`src/rtl/sent_rx_data_unpack.sv`:
```
// SENT fast-channel unpacker: packs variable-width F1/F2 frame data MSB-first
// into per-channel bit accumulators and emits bytes to the RX FIFOs.
module sent_rx_data_unpack (
  input  logic        clk,
  input  logic        reset,
  input  logic        frame_valid,
  input  logic [15:0] data_f1,
  input  logic [11:0] data_f2,
  input  logic [1:0]  mode_f1,
  input  logic [1:0]  mode_f2,
  input  logic        flush,
  input  logic        full_f1,
  input  logic        full_f2,
  output logic        write_enable_f1,
  output logic        write_enable_f2,
  output logic [7:0]  data_out_f1,
  output logic [7:0]  data_out_f2,
  output logic        ready,
  output logic        overflow
);

  logic [23:0] r_acc_f1;
  logic [23:0] r_acc_f2;
  logic [4:0]  r_cnt_f1;
  logic [4:0]  r_cnt_f2;
  logic        r_we_f1;
  logic        r_we_f2;
  logic [7:0]  r_dout_f1;
  logic [7:0]  r_dout_f2;
  logic        r_overflow;

  logic [4:0]  w_width_f1;
  logic [4:0]  w_width_f2;
  logic        w_accept;
  logic        w_drop;
  logic        w_emit_f1;
  logic        w_emit_f2;
  logic [23:0] w_append_f1;
  logic [23:0] w_append_f2;

  function automatic logic [4:0] width_of_f1(input logic [1:0] mode);
    case (mode)
      2'b00:   width_of_f1 = 5'd12;
      2'b01:   width_of_f1 = 5'd14;
      2'b10:   width_of_f1 = 5'd16;
      default: width_of_f1 = 5'd0;
    endcase
  endfunction

  function automatic logic [4:0] width_of_f2(input logic [1:0] mode);
    case (mode)
      2'b00:   width_of_f2 = 5'd8;
      2'b01:   width_of_f2 = 5'd10;
      2'b10:   width_of_f2 = 5'd12;
      default: width_of_f2 = 5'd0;
    endcase
  endfunction

  // Valid bits live left-justified in acc; new data lands directly below them.
  // Accepting needs cnt < 8, so the shift 24-w-cnt never goes negative.
  function automatic logic [23:0] append_bits(input logic [23:0] acc,
                                              input logic [4:0]  cnt,
                                              input logic [15:0] data,
                                              input logic [4:0]  width);
    logic [23:0] mask;
    logic [4:0]  sh;
    mask = ~(24'hFF_FFFF << width);
    sh   = 5'd24 - width - cnt;
    append_bits = acc | (({8'h00, data} & mask) << sh);
  endfunction

  assign w_width_f1  = width_of_f1(mode_f1);
  assign w_width_f2  = width_of_f2(mode_f2);
  assign ready       = (r_cnt_f1 < 5'd8) && (r_cnt_f2 < 5'd8);
  assign w_accept    = frame_valid && ready && !flush;
  assign w_drop      = frame_valid && !ready && !flush;
  assign w_emit_f1   = (r_cnt_f1 >= 5'd8) && !full_f1;
  assign w_emit_f2   = (r_cnt_f2 >= 5'd8) && !full_f2;
  assign w_append_f1 = append_bits(r_acc_f1, r_cnt_f1, data_f1, w_width_f1);
  assign w_append_f2 = append_bits(r_acc_f2, r_cnt_f2, {4'h0, data_f2}, w_width_f2);

  // Channel F1: accept and emit are mutually exclusive because ready needs cnt < 8.
  always_ff @(posedge clk or posedge reset) begin
    if (reset) begin
      r_acc_f1  <= 24'h0;
      r_cnt_f1  <= 5'd0;
      r_we_f1   <= 1'b0;
      r_dout_f1 <= 8'h00;
    end else if (flush) begin
      r_acc_f1  <= 24'h0;
      r_cnt_f1  <= 5'd0;
      r_we_f1   <= 1'b0;
    end else if (w_accept && (w_width_f1 != 5'd0)) begin
      r_acc_f1  <= w_append_f1;
      r_cnt_f1  <= r_cnt_f1 + w_width_f1;
      r_we_f1   <= 1'b0;
    end else if (w_emit_f1) begin
      r_dout_f1 <= r_acc_f1[23:16];
      r_acc_f1  <= r_acc_f1 << 8;
      r_cnt_f1  <= r_cnt_f1 - 5'd8;
      r_we_f1   <= 1'b1;
    end else begin
      r_we_f1   <= 1'b0;
    end
  end

  always_ff @(posedge clk or posedge reset) begin
    if (reset) begin
      r_acc_f2  <= 24'h0;
      r_cnt_f2  <= 5'd0;
      r_we_f2   <= 1'b0;
      r_dout_f2 <= 8'h00;
    end else if (flush) begin
      r_acc_f2  <= 24'h0;
      r_cnt_f2  <= 5'd0;
      r_we_f2   <= 1'b0;
    end else if (w_accept && (w_width_f2 != 5'd0)) begin
      r_acc_f2  <= w_append_f2;
      r_cnt_f2  <= r_cnt_f2 + w_width_f2;
      r_we_f2   <= 1'b0;
    end else if (w_emit_f2) begin
      r_dout_f2 <= r_acc_f2[23:16];
      r_acc_f2  <= r_acc_f2 << 8;
      r_cnt_f2  <= r_cnt_f2 - 5'd8;
      r_we_f2   <= 1'b1;
    end else begin
      r_we_f2   <= 1'b0;
    end
  end

  // Sticky drop flag; only flush or reset clears it.
  always_ff @(posedge clk or posedge reset) begin
    if (reset) begin
      r_overflow <= 1'b0;
    end else if (flush) begin
      r_overflow <= 1'b0;
    end else if (w_drop) begin
      r_overflow <= 1'b1;
    end
  end

  assign write_enable_f1 = r_we_f1;
  assign write_enable_f2 = r_we_f2;
  assign data_out_f1     = r_dout_f1;
  assign data_out_f2     = r_dout_f2;
  assign overflow        = r_overflow;

endmodule

```
`config.mk`:
```
export PLATFORM = sky130hd
export DESIGN_NAME = sent_rx_data_unpack
export DESIGN_NICKNAME = d
export VERILOG_FILES = /design/src/rtl/sent_rx_data_unpack.sv
export SDC_FILE = /design/constraint.sdc
export NUM_CORES = 1
export LEC_CHECK = 0
export ABC_AREA = 1
export CAP_MARGIN = 10
export CORE_MARGIN = 2
export CORE_UTILIZATION = 30
export DETAILED_ROUTE_END_ITERATION = 10
export GPL_ROUTABILITY_DRIVEN = 0
export PLACE_DENSITY = 0.45
export SLEW_MARGIN = 20
export SYNTH_ARGS = -nofsm -noshare
export SYNTH_HDL_FRONTEND = slang
export SYNTH_SLANG_ARGS = --single-unit
```
`constraint.sdc`:
```
create_clock -name clk -period 3.5 [get_ports clk]
set_input_delay 0.7 -clock clk [delete_from_list [all_inputs] [get_ports clk]]
set_output_delay 0.7 -clock clk [all_outputs]
set_load 0.02 [all_outputs]
```
==> results.yml <==
outcome:
  status: "finished, final reports clean"
clocking:
  post_cts_buffers: 0
  hold_buffers: 0
  htree_num_levels: 3
  cts-root-buf: "clkbuf_16"
  insertion_delay_ns: 0.34
  cts_tree: "done"
  cts.sinks: 75
  cts.clk_slew.worst_paths_ns: 0.06
  cts_inserted_buffers: 9
  clockBufferDepth: 2
cells_and_area:
  syn2layout_area_growth_pct: 25.94
  drive_gt1_share_pct: 11.84
  layout_commonest_cell: "nand2_1"
  utilization_pct: 38.78
  layout.cells.non_filler: 1061
  final_cell_area_um2: 6754
  nFillCells: 1865
  final_cell_mix: "nand2_1, nor2_1, nand3_1, o21ai_0, dfrtp_1"
  nets: 901
  antenna_cells: 0
synth:
  synth_nets: 819
  ys_seq_area_share_pct: 35.00
  synth_top_flop_cell: "dfrtp_1"
  netlist_top_cells_area: "dfrtp_1, nand2_1, o21ai_0, nand3_1, nor2_1"
  netlist_instances: 750
  netlist.top_cell.by_area: "dfrtp_1"
  synth-async-reset-ratio_pct: 100.0
  syn_avg_cell_area_um2: 7.150
  synth_top_area_share_pct: 35.00
  ys_ff_latch: 75
  synth_edf_count: 0
  yosysWarnings: 0
  synth.distinct_cells: 42
  syn_area_um2: 5363
global_route:
  grt_overflow: 0
  grt_pass1_vias: 4912
  antenna_found_initial: 0
  grtUsageTotal_pct: 16.14
  grt_max_degree: 76
  grt_pass1_wl_um: 24250
timing:
  hold_viol: 0
  fin_tns_setup_ns: 0
  slew_violations: 0
  timing.slew.headroom_pct: 65.09
  tightest_slew_ns: 0.5224
  rsz0062_at_grt: "no"
  setup_violations: 0
  post-route-min-period_ns: 3.232
  fin_crit_sh_pct: 92.34
  max_freq_mhz: 309.4
  setup_ws_ns: 0.2681
  finClkSkew_ns: 0.007627
critical_path:
  worstSetupPathType: "input port to flip-flop"
  arrival_ns: 3.49
  required_ns: 3.76
  critPathSlowestCell: "clkdlybuf4s50_1"
  path_cells: "clkdlybuf4s50_1 -> buf_4 -> ha_1 -> o21ai_2 -> inv_1 -> ha_1 -> inv_1 -> ha_1 -> xnor2_2 -> clkinv_1 -> buf_4 -> o21ai_0 -> nand2_1 -> a21oi_1"
  end_kind: "flip-flop"
  cp_max_fo: 11
  max_stage_delay_ns: 0.44
  start_kind: "input port"
  cpMostUsedCell: "ha_1"
route:
  ant_nets: 0
  wire_per_inst_um: 13.50
  finalWirelength_um: 14330
  first_pass_iters: 5
  routed_via_density: 4.730
  vias: 5018
  drc: 0
  drtIter0Drc: 278
power_and_ir_drop:
  power.leakage_nw: 3.237
  powerDensity_nw_per_um2: 757.6
  vdd.ir_drop.worst_mv: 0.2731
floorplanning:
  top_level_ports: 58
  die_h_um: 137.7
  rows: 48
  die-area_um2: 18960
  core_area_um2: 17420
  start_util_pct: 30.79
  die-width_um: 137.7
place:
  dp_cells: 1045
  pre_cts_slack_ns: -0.3210
  hpwl_um: 11260
  place_area_um2: 6417
  port_buffers: 57
run:
  drv_cap: 0
worst_hold_path:
  hold_class: "flip-flop to flip-flop"
-- critical path, delay by kind of cell --
kind	cells	cell delay [ns]
buf+inv	6	1.06
xor+xnor	1	0.20
simple gates	1	0.15
compound gates	3	0.55
fa+ha+maj	3	0.82
-- sequential cells by signal, summed over array words and instances (netlist names) --
name             cells
r_cnt_f2             4
data_out_f2          8
r_acc_f1            24
overflow             1
r_cnt_f1             4
r_acc_f2            24
write_enable_f1      1
write_enable_f2      1
data_out_f1          8
-- cells in the mapped netlist, types with 8 or more instances --
master	number
a21oi_1	62
buf_2	17
clkbuf_1	11
dfrtp_1	75
ha_1	27
inv_1	75
mux2_2	8
nand2_1	156
nand3_1	75
nor2_1	97
o211ai_1	9
o21ai_0	77
-- per-stage QoR --
stage                     hold WS (ns)  power [mW]
after global placement          0.4714       4.102
after CTS                       0.4955       5.150
after detailed placement        0.4812       4.135
final                           0.4950       5.117
after global routing            0.5164       5.583
after floorplan                 0.4574       3.157
-- path summary, 6_finish.rpt --
kind | from | endpoint | slack, ns | cells past startpoint
min in group asynchronous | reset | data_out_f1[2] | 0.78 | 3
min | r_acc_f2[0] | r_acc_f2[0] | 0.50 | 2
max in group asynchronous | reset | r_acc_f1[14] | 2.40 | 3
max | mode_f1[0] | r_acc_f1[8] | 0.27 | 14
max reg2reg | r_cnt_f2[2] | r_acc_f2[21] | 1.07 | 11
min reg2reg | r_acc_f2[0] | r_acc_f2[0] | 0.50 | 2
-- final cells by class --
| type | count | area (µm²) | area share, % |
|---|---|---|---|
| inverter | 81 | 316.6 | 4.687 |
| multi-input combinational | 558 | 2992 | 44.29 |
| clock inverter | 5 | 77.57 | 1.149 |
| clock buffer | 10 | 239.0 | 3.538 |
| sequential | 75 | 1877 | 27.79 |
| tap | 225 | 281.5 | 4.168 |
| timing repair buffer | 107 | 970.9 | 14.38 |
-- report_power, final --
group	internal (mW)	switching, mW
sequential	1.15	0.147
clock	0.637	0.351
combinational	1.11	1.72
-- metal layers --
layer  wire length (µm)  up-vias  GRT usage (%)
met4                158        0          4.195
li1                   -     2614              -
met2               6215       81          24.77
met5                  0        -              0
met1               7459     2312          23.44
met3                493       11          2.723
-- cell families after synthesis --
family	share of synthesized area [%]
mux	2.053
xor+xnor	1.097
fa+ha+maj	7.793
flops	35.00
buf+inv	9.589
compound gates	16.50
simple gates	27.97
-- repair_timing --
action / in CTS / in global routing
resized for setup: 0 / 4
endpoints found under the setup margin: 0 / 24
endpoints found under the hold margin: 0 / 0
No activity file was read; power rests on OpenSTA's default activity.
